<file path="config.mk">
export PLATFORM = sky130hd
export DESIGN_NAME = mem_addr_seq
export DESIGN_NICKNAME = d
export VERILOG_FILES = /design/src/rtl/mem_addr_seq_pkg.sv /design/src/rtl/mem_addr_seq_idx.sv /design/src/rtl/mem_addr_seq.sv
export SDC_FILE = /design/constraint.sdc
export NUM_CORES = 1
export LEC_CHECK = 0
export ABC_CLOCK_PERIOD_IN_PS = 1800
export BUFFER_PORTS_ARGS = -buffer_cell sky130_fd_sc_hd__buf_2
export CAP_MARGIN = 20
export CORE_MARGIN = 2
export CORE_UTILIZATION = 33
export DETAILED_ROUTE_END_ITERATION = 6
export PLACE_DENSITY = 0.63
export SYNTH_ARGS = -nofsm -noshare
export SYNTH_HDL_FRONTEND = slang
export SYNTH_SLANG_ARGS = --single-unit
</file>
<file path="constraint.sdc">
create_clock -name clk -period 1.8 [get_ports clk]
set_input_delay 0.18 -clock clk [delete_from_list [all_inputs] [get_ports clk]]
set_output_delay 0.18 -clock clk [all_outputs]
set_load 0.01 [all_outputs]
</file>
<file path="src/rtl/mem_addr_seq_pkg.sv">
// Shared types and defaults for the mem_addr_seq row x column address sequencer.
package mem_addr_seq_pkg;

  typedef enum logic [1:0] {
    IDLE = 2'd0,
    RUN  = 2'd1,
    DONE = 2'd2
  } state_e;

  localparam int ADDR_BW_DEF = 12;
  localparam int STALL_BW    = 16;

endpackage

</file>
<file path="src/rtl/mem_addr_seq_idx.sv">
// Wrapping index register with clear, increment and a registered "at last value" flag.
module mem_addr_seq_idx
  import mem_addr_seq_pkg::*;
#(
  parameter int BW    = 6,
  parameter int LIMIT = 50
) (
  input  logic          clk,
  input  logic          rst_n,
  input  logic          clr,
  input  logic          inc,
  output logic [BW-1:0] idx,
  output logic          last
);

  localparam logic [BW-1:0] MAX_IDX  = BW'(LIMIT - 1);
  localparam logic          CLR_LAST = (LIMIT == 1);

  logic [BW-1:0] idx_q, idx_d;
  logic          last_q, last_d;

  // The last flag is computed from the next index so it is ready with the beat it describes.
  always_comb begin
    idx_d  = idx_q;
    last_d = last_q;
    if (clr) begin
      idx_d  = '0;
      last_d = CLR_LAST;
    end else if (inc) begin
      idx_d  = last_q ? '0 : idx_q + BW'(1);
      last_d = (idx_d == MAX_IDX);
    end
  end

  always_ff @(posedge clk or negedge rst_n) begin
    if (!rst_n) begin
      idx_q  <= '0;
      last_q <= 1'b0;
    end else begin
      idx_q  <= idx_d;
      last_q <= last_d;
    end
  end

  assign idx  = idx_q;
  assign last = last_q;

endmodule

</file>
<file path="src/rtl/mem_addr_seq.sv">
// Row x column BRAM address sequencer with valid/ready output and done pulse.
// Optional stall cycle counter enabled by defining MEM_ADDR_SEQ_STALL_CNT_EN.
module mem_addr_seq
  import mem_addr_seq_pkg::*;
#(
  parameter int ROW_BW  = 6,
  parameter int COL_BW  = 6,
  parameter int ADDR_BW = ADDR_BW_DEF,
  parameter int N_ROWS  = 50,
  parameter int N_COLS  = 20
) (
  input  logic               clk,
  input  logic               rst_n,
  input  logic               start,
  input  logic [ADDR_BW-1:0] base_addr,
  input  logic               rdy,
  output logic               vld,
  output logic [ADDR_BW-1:0] addr,
  output logic [ROW_BW-1:0]  row_idx,
  output logic [COL_BW-1:0]  col_idx,
  output logic               last_col,
  output logic               last_row,
  output logic               busy,
`ifdef MEM_ADDR_SEQ_STALL_CNT_EN
  output logic [STALL_BW-1:0] stall_cnt,
`endif
  output logic               done
);

  state_e             state_q, state_d;
  logic               vld_q, vld_d;
  logic               busy_q, busy_d;
  logic               done_q, done_d;
  logic [ADDR_BW-1:0] addr_q, addr_d;

  logic col_last, row_last;
  logic accept, final_beat, start_acc;

  assign accept     = vld_q & rdy;
  assign final_beat = accept & col_last & row_last;
  assign start_acc  = (state_q == IDLE) & start;

  // Counters restart on a new pass and again after the final beat, so they sit at zero between passes.
  mem_addr_seq_idx #(.BW(COL_BW), .LIMIT(N_COLS)) u_col (
    .clk   (clk),
    .rst_n (rst_n),
    .clr   (start_acc | final_beat),
    .inc   (accept),
    .idx   (col_idx),
    .last  (col_last)
  );

  mem_addr_seq_idx #(.BW(ROW_BW), .LIMIT(N_ROWS)) u_row (
    .clk   (clk),
    .rst_n (rst_n),
    .clr   (start_acc | final_beat),
    .inc   (accept & col_last),
    .idx   (row_idx),
    .last  (row_last)
  );

  always_comb begin
    state_d = state_q;
    vld_d   = vld_q;
    busy_d  = busy_q;
    done_d  = 1'b0;
    addr_d  = addr_q;
    case (state_q)
      IDLE: begin
        if (start) begin
          state_d = RUN;
          vld_d   = 1'b1;
          busy_d  = 1'b1;
          addr_d  = base_addr;
        end
      end
      RUN: begin
        if (accept) begin
          addr_d = addr_q + ADDR_BW'(1);
          if (col_last && row_last) begin
            state_d = DONE;
            vld_d   = 1'b0;
            done_d  = 1'b1;
          end
        end
      end
      DONE: begin
        state_d = IDLE;
        busy_d  = 1'b0;
      end
      default: begin
        state_d = IDLE;
        vld_d   = 1'b0;
        busy_d  = 1'b0;
      end
    endcase
  end

  always_ff @(posedge clk or negedge rst_n) begin
    if (!rst_n) begin
      state_q <= IDLE;
      vld_q   <= 1'b0;
      busy_q  <= 1'b0;
      done_q  <= 1'b0;
      addr_q  <= '0;
    end else begin
      state_q <= state_d;
      vld_q   <= vld_d;
      busy_q  <= busy_d;
      done_q  <= done_d;
      addr_q  <= addr_d;
    end
  end

`ifdef MEM_ADDR_SEQ_STALL_CNT_EN
  logic [STALL_BW-1:0] stall_q, stall_d;

  always_comb begin
    stall_d = stall_q;
    if (start_acc) begin
      stall_d = '0;
    end else if (vld_q && !rdy && (stall_q != {STALL_BW{1'b1}})) begin
      stall_d = stall_q + STALL_BW'(1);
    end
  end

  always_ff @(posedge clk or negedge rst_n) begin
    if (!rst_n) begin
      stall_q <= '0;
    end else begin
      stall_q <= stall_d;
    end
  end

  assign stall_cnt = stall_q;
`endif

  // Flags are only meaningful alongside a presented beat.
  assign vld      = vld_q;
  assign addr     = addr_q;
  assign last_col = vld_q & col_last;
  assign last_row = vld_q & row_last;
  assign busy     = busy_q;
  assign done     = done_q;

endmodule

</file>
==> flow_metrics.env, run 1 <==
export IMPL_pre_cts_ws_ps=94.9
export IMPL_slew_violations=0
export IMPL_ant_nets=0
export IMPL_yosys_register_bits=31
export IMPL_cts_tree="built"
export IMPL_crit_type="reg2reg"
export IMPL_port_buffer_count=44
export IMPL_placementRows=26
export IMPL_cts_root_buf="clkbuf_8"
export IMPL_synthCells=202
export IMPL_synth_area_um2=1740
export IMPL_crit_fanout=8
export IMPL_power_internal_mw=1.96
export IMPL_setup_worst_path_end_class="flop"
export IMPL_antenna_cells=0
export IMPL_cp_required_ps=1940
export IMPL_core_area_um2=5110
export IMPL_wl_per_cell_um=13.9
export IMPL_drcViolationCount=0
export IMPL_grt_antenna_before_repair=0
export IMPL_gp_congestion=0.794
export IMPL_avgSynthCellArea_um2=8.62
export IMPL_p_sw_frac=0.393
export IMPL_grt_pass1_vias=1499
export IMPL_path_clk_slew_ps=70
export IMPL_synth_flop_cell="dfrtp_1"
export IMPL_dieWidth_um=76.6
export IMPL_numCtsBuffers=5
export IMPL_p_clk_frac=0.225
export IMPL_syn_nets=221
export IMPL_vias=1680
export IMPL_worstMarginPinSlew_ps=708
export IMPL_hold_viol=0
export IMPL_ioPinCount=45
export IMPL_status="finished, final reports clean"
export IMPL_rsz0062_at_grt="no"
export IMPL_synth_distinct_cells=39
export IMPL_drv_cap=0
export IMPL_fin_nets=273
export IMPL_synth_common_cells="dfrtp_1 (31), a21oi_1 (30), nand2_1 (22), nand3_1 (14), nor2_1 (12)"
export IMPL_maxSlewHeadroom=0.528
export IMPL_power_density_nw_per_um2=1450
export IMPL_setup_viol=0
export IMPL_drt_pass1_iterations=4
export IMPL_hold_path_class="in2reg"
export IMPL_cts_max_level=2
export IMPL_fin_setup_tns_ps=0
export IMPL_yosysTopAreaCell="dfrtp_1"
export IMPL_ir_drop_uv=536
export IMPL_regArea_um2=776
export IMPL_period_needed_ps=1710
export IMPL_via_per_inst=5.17
export IMPL_drtIter0Drc=136
export IMPL_synth_edff_count=0
export IMPL_cp_arrival_ps=1850
export IMPL_ys_warn_count=0
export IMPL_synth_area_leaders="dfrtp_1 (45%), a21oi_1 (8.6%), nand2_1 (4.7%), nand3_1 (4.0%), o21ai_0 (2.9%)"
export IMPL_fmax_mhz=585
export IMPL_multi_input_area_um2=910
export IMPL_grtUsageTotal=0.159
export IMPL_yosysMostFrequentCell="dfrtp_1"
export IMPL_dp_hpwl_um=3120
export IMPL_clock_path_buffers=2
export IMPL_syn2layout_area_growth_pct=27.5
export IMPL_worstSkewPairLatency_ps=290
export IMPL_cts_sinks=31
export IMPL_worst_clock_skew_ps=15.3
export IMPL_start_util=0.341
export IMPL_grt_pass1_wl_um=7480
export IMPL_synthArstFlopShare=1.00
export IMPL_drive_gt1_frac=0.271
export IMPL_synth_top_area_frac=0.446
export IMPL_synth_seq_area_share=0.446
export IMPL_post_cts_buffers=0
export IMPL_setup_slack_ps=89.5
export IMPL_num_fill_cells=542
export IMPL_grt_overflow_total=0
export IMPL_fp_dieH_um=76.6
export IMPL_combPwrFrac=0.401
export IMPL_start_kind="flop"
export IMPL_p_seq_frac=0.374
export IMPL_wirelength_um=4510
export IMPL_power_switching_mw=1.26
export IMPL_grt_max_degree=32
export IMPL_p_leak_nw=1.03
export IMPL_design_die_area_um2=5870
export IMPL_post_route_period_util=0.950
power groups by stage:
stage / combinational, mW / sequential, mW / clock [mW]
CTS: 1.30 / 1.20 / 0.742
finish: 1.29 / 1.20 / 0.726
global placement: 1.27 / 1.21 / 0
floorplan: 0.719 / 1.27 / 0
detailed placement: 1.29 / 1.21 / 0
global route: 1.44 / 1.25 / 0.775
worst paths after layout:
check | cells past startpoint | to | slack [ps] | from
worst max-delay path | 4 | addr[10]$_DFFE_PN0P_ | 90 | addr[3]$_DFFE_PN0P_
worst min-delay path | 3 | addr[8]$_DFFE_PN0P_ | 150 | base_addr[8]
worst max register to register | 4 | addr[10]$_DFFE_PN0P_ | 90 | addr[3]$_DFFE_PN0P_
worst min register to register | 1 | vld$_DFFE_PN0P_ | 530 | state_q[1]$_DFFE_PN0P_
max in group asynchronous | 2 | addr[0]$_DFFE_PN0P_ | 860 | rst_n
min in group asynchronous | 2 | u_col.last$_DFFE_PN0P_ | 480 | rst_n
sequential cells by signal, indices dropped and copies added (netlist names):
register and flops:
vld 1, u_col.idx 6, u_row.idx 6, done 1, u_col.last 1, u_row.last 1, addr 12, state_q 2
busy 1
critical path: stages, from the launching register on:
cell,delay [ps]
dfrtp_1,460
nand4_1,300
or2_2,400
o32ai_1,290
a21oi_1,110
layer usage:
| layer | track usage | routed length, um |
|---|---|---|
| met5 | 0 | 0 |
| met4 | 0.0582 | 65 |
| met3 | 0.0403 | 120 |
| met2 | 0.242 | 2180 |
| met1 | 0.218 | 2150 |
placed cells by master, fill, tap and decap left out, types with 3 or more instances in the layout:
master,count
a21oi_1,30
a31oi_1,6
and2_1,4
and3_1,3
buf_2,44
buf_4,11
clkbuf_8,6
dfrtp_1,31
ha_1,3
inv_1,4
nand2_1,22
nand3_1,14
nor2_1,12
nor2b_1,4
nor3_1,3
nor3b_1,4
o21ai_0,10
o22ai_1,3
or3_1,4
or4_1,5
area by class of cell:
type	count	area share
Inverter	4	0.00677
Tap cell	70	0.0395
Sequential cell	31	0.350
Clock buffer	6	0.0372
Timing Repair Buffer	56	0.141
Clock inverter	2	0.0158
Multi-Input combinational cell	156	0.410
logic make-up after synthesis:
kind of cell	share of synthesized area
buffers and inverters	0.0359
AND/OR/NAND/NOR	0.255
AO/OA/AOI/OAI	0.220
adder cells (fa/ha/maj)	0.0216
XOR/XNOR	0.0101
multiplexers	0.0115
flip-flops	0.446
repair_timing:
action,4_1_cts,5_1_grt
hold buffers,1,0
resized for setup,0,1
endpoints found under the setup margin,0,8
hold endpoints to repair,31,0
through the flow:
step           cells  utilization  hold slack, ps  cell area (um^2)  power [mW]
2_1_floorplan    202            -            -116              1740        1.99
3_3_place_gp     316        0.408             281              2080        2.48
3_5_place_dp     316        0.408             270              2080        2.50
4_1_cts          325        0.433             136              2210        3.24
5_1_grt          325        0.434             169              2220        3.47
6_report         325        0.434             147              2220        3.22
Power figures use the tool's default switching activity.
==> run 2, diff against run 1 <==
Settings changed: REMOVE_ABC_BUFFERS from default to 1, SETUP_SLACK_MARGIN from default to 0.5.
==> flow_metrics.env, run 2 (synthesis results as in run 1) <==
export IMPL_status="finished, final reports clean"
export IMPL_post_route_period_util=0.826
export IMPL_cp_required_ps=2020
export IMPL_ioPinCount=45
export IMPL_wl_per_cell_um=16.2
export IMPL_reg2regPathDepth=5
export IMPL_drt_pass1_iterations=4
export IMPL_worstSkewPairLatency_ps=290
export IMPL_min_from="base_addr[1]"
export IMPL_grt_overflow_total=0
export IMPL_rsz0062_at_grt="yes"
export IMPL_core_area_um2=5110
export IMPL_final_cell_mix="buf_2 (43), buf_4 (24), a21oi_1 (23), dfrtp_1 (23), nand2_1 (22)"
export IMPL_num_fill_cells=472
export IMPL_clock_path_buffers=2
export IMPL_cts_root_buf="clkbuf_8"
export IMPL_p_leak_nw=1.19
export IMPL_vias=1929
export IMPL_setup_worst_path_end_class="flop"
export IMPL_crit_type="reg2reg"
export IMPL_ant_nets=0
export IMPL_r2r_slack_ps=310
export IMPL_cp_cell_sequence="ha_4 > nor2_1 > nand4_1 > or4_1 > a21oi_2"
export IMPL_power_density_nw_per_um2=1400
export IMPL_largest_register_ffs=12
export IMPL_grt_antenna_before_repair=0
export IMPL_worstMarginPinSlew_ps=724
export IMPL_fp_dieH_um=76.6
export IMPL_crit_family="simple AND/OR/NAND/NOR gates"
export IMPL_antenna_cells=0
export IMPL_grt_max_degree=32
export IMPL_wirelength_um=5650
export IMPL_pre_cts_ws_ps=16.6
export IMPL_cts_sinks=31
export IMPL_worst_clock_skew_ps=12.6
export IMPL_ir_drop_uv=596
export IMPL_path_buf_inv=0
export IMPL_placementRows=26
export IMPL_drv_cap=0
export IMPL_fmax_mhz=673
export IMPL_fin_nets=297
export IMPL_period_needed_ps=1490
export IMPL_startpoint="u_row.idx[0]$_DFFE_PN0P_"
export IMPL_crit_fanout=2
export IMPL_via_per_inst=5.53
export IMPL_drcViolationCount=0
export IMPL_cts_max_level=2
export IMPL_cp_slowest_stage_delay_ps=440
export IMPL_dp_hpwl_um=3100
export IMPL_setup_slack_ps=314
export IMPL_syn2layout_area_growth_pct=53.1
export IMPL_min_path_cells=3
export IMPL_drtIter0Drc=242
export IMPL_timing_rr_start="u_row.idx[0]$_DFFE_PN0P_"
export IMPL_hold_path_class="in2reg"
export IMPL_grt_pass1_wl_um=8640
export IMPL_cp_arrival_ps=1700
export IMPL_path_clk_slew_ps=60
export IMPL_numCtsBuffers=5
export IMPL_setup_viol=0
export IMPL_slew_violations=0
export IMPL_start_kind="flop"
export IMPL_grtUsageTotal=0.181
export IMPL_maxSlewHeadroom=0.517
export IMPL_drive_gt1_frac=0.462
export IMPL_port_buffer_count=44
export IMPL_start_util=0.341
export IMPL_cts_tree="built"
export IMPL_gp_congestion=0.793
export IMPL_dieWidth_um=76.6
export IMPL_design_die_area_um2=5870
export IMPL_final_common_cell="buf_2"
export IMPL_fin_setup_tns_ps=0
export IMPL_hold_viol=0
export IMPL_slowest_stage="or4_1"
export IMPL_r2r_end="u_row.last$_DFFE_PN0P_"
export IMPL_holdPathEnd="addr[1]$_DFFE_PN0P_"
export IMPL_grt_pass1_vias=1788
run 2: cell count changes in the layout (fill, tap and decap cells not counted), moves of 6 or more:
cell     previous run  this run
a21oi_1            30        23
a21oi_2             0         7
buf_4              11        24
buf_6               0         7
dfrtp_1            31        23
dfrtp_2             0         8
nand3_1            14         8
run 2: power by group:
part,leakage (nW),internal [mW],switching [mW],total (mW)
logic,0.785,0.848,0.937,1.79
registers,0.341,0.938,0.286,1.22
clock network,0.0612,0.448,0.276,0.724
total,1.19,2.23,1.50,3.73
run 2: metrics by stage:
step | utilization | std cells | hold slack (ps) | power [mW] | cell area, um^2
6_report | 0.522 | 349 | 155 | 3.73 | 2670
5_1_grt | 0.522 | 349 | 168 | 3.99 | 2670
4_1_cts | 0.494 | 344 | 150 | 3.55 | 2520
3_5_place_dp | 0.403 | 313 | 281 | 2.48 | 2060
3_3_place_gp | 0.403 | 313 | 274 | 2.45 | 2060
2_1_floorplan | - | 191 | -116 | 1.97 | 1690
run 2: metal layers:
layer,up-vias,global-route usage,part of all wire
li1,899,-,-
met1,930,0.237,0.41
met2,82,0.302,0.50
met3,18,0.0344,0.060
met4,0,0.0600,0.030
met5,-,0,0
run 2: final cells by class:
cell class                      count  area (um^2)  share of cell area
Tap cell                           70         87.6              0.0329
Multi-Input combinational cell    159         1140               0.428
Clock buffer                        6         82.6              0.0310
Timing Repair Buffer               77          519               0.195
Sequential cell                    31          786               0.295
Clock inverter                      2         35.0              0.0131
Inverter                            4         15.0             0.00563
run 2: how the worst max path moves through the flow:
stage,endpoint,slack [ps],cells after the start
6_report,u_row.last$_DFFE_PN0P_,310,5
5_1_grt,u_row.last$_DFFE_PN0P_,240,5
3_3_place_gp,addr[2]$_DFFE_PN0P_,100,4
4_1_cts,u_row.last$_DFFE_PN0P_,350,5
2_1_floorplan,addr[10]$_DFFE_PN0P_,-150,4
3_5_place_dp,addr[2]$_DFFE_PN0P_,20,4
run 2: tightest hold or removal path, cell delays in order:
cell and delay (ps):
buf_2 90, nand2_1 50, a31oi_1 70
run 2: repair_timing:
action                                  in CTS  in global routing
hold buffers                                 1                  0
cloned                                       3                  1
setup buffers                               19                  4
gates resized for setup                     44                 22
endpoints found under the setup margin      26                 28
endpoints found under the hold margin       31                  0
pin swaps                                   19                  7
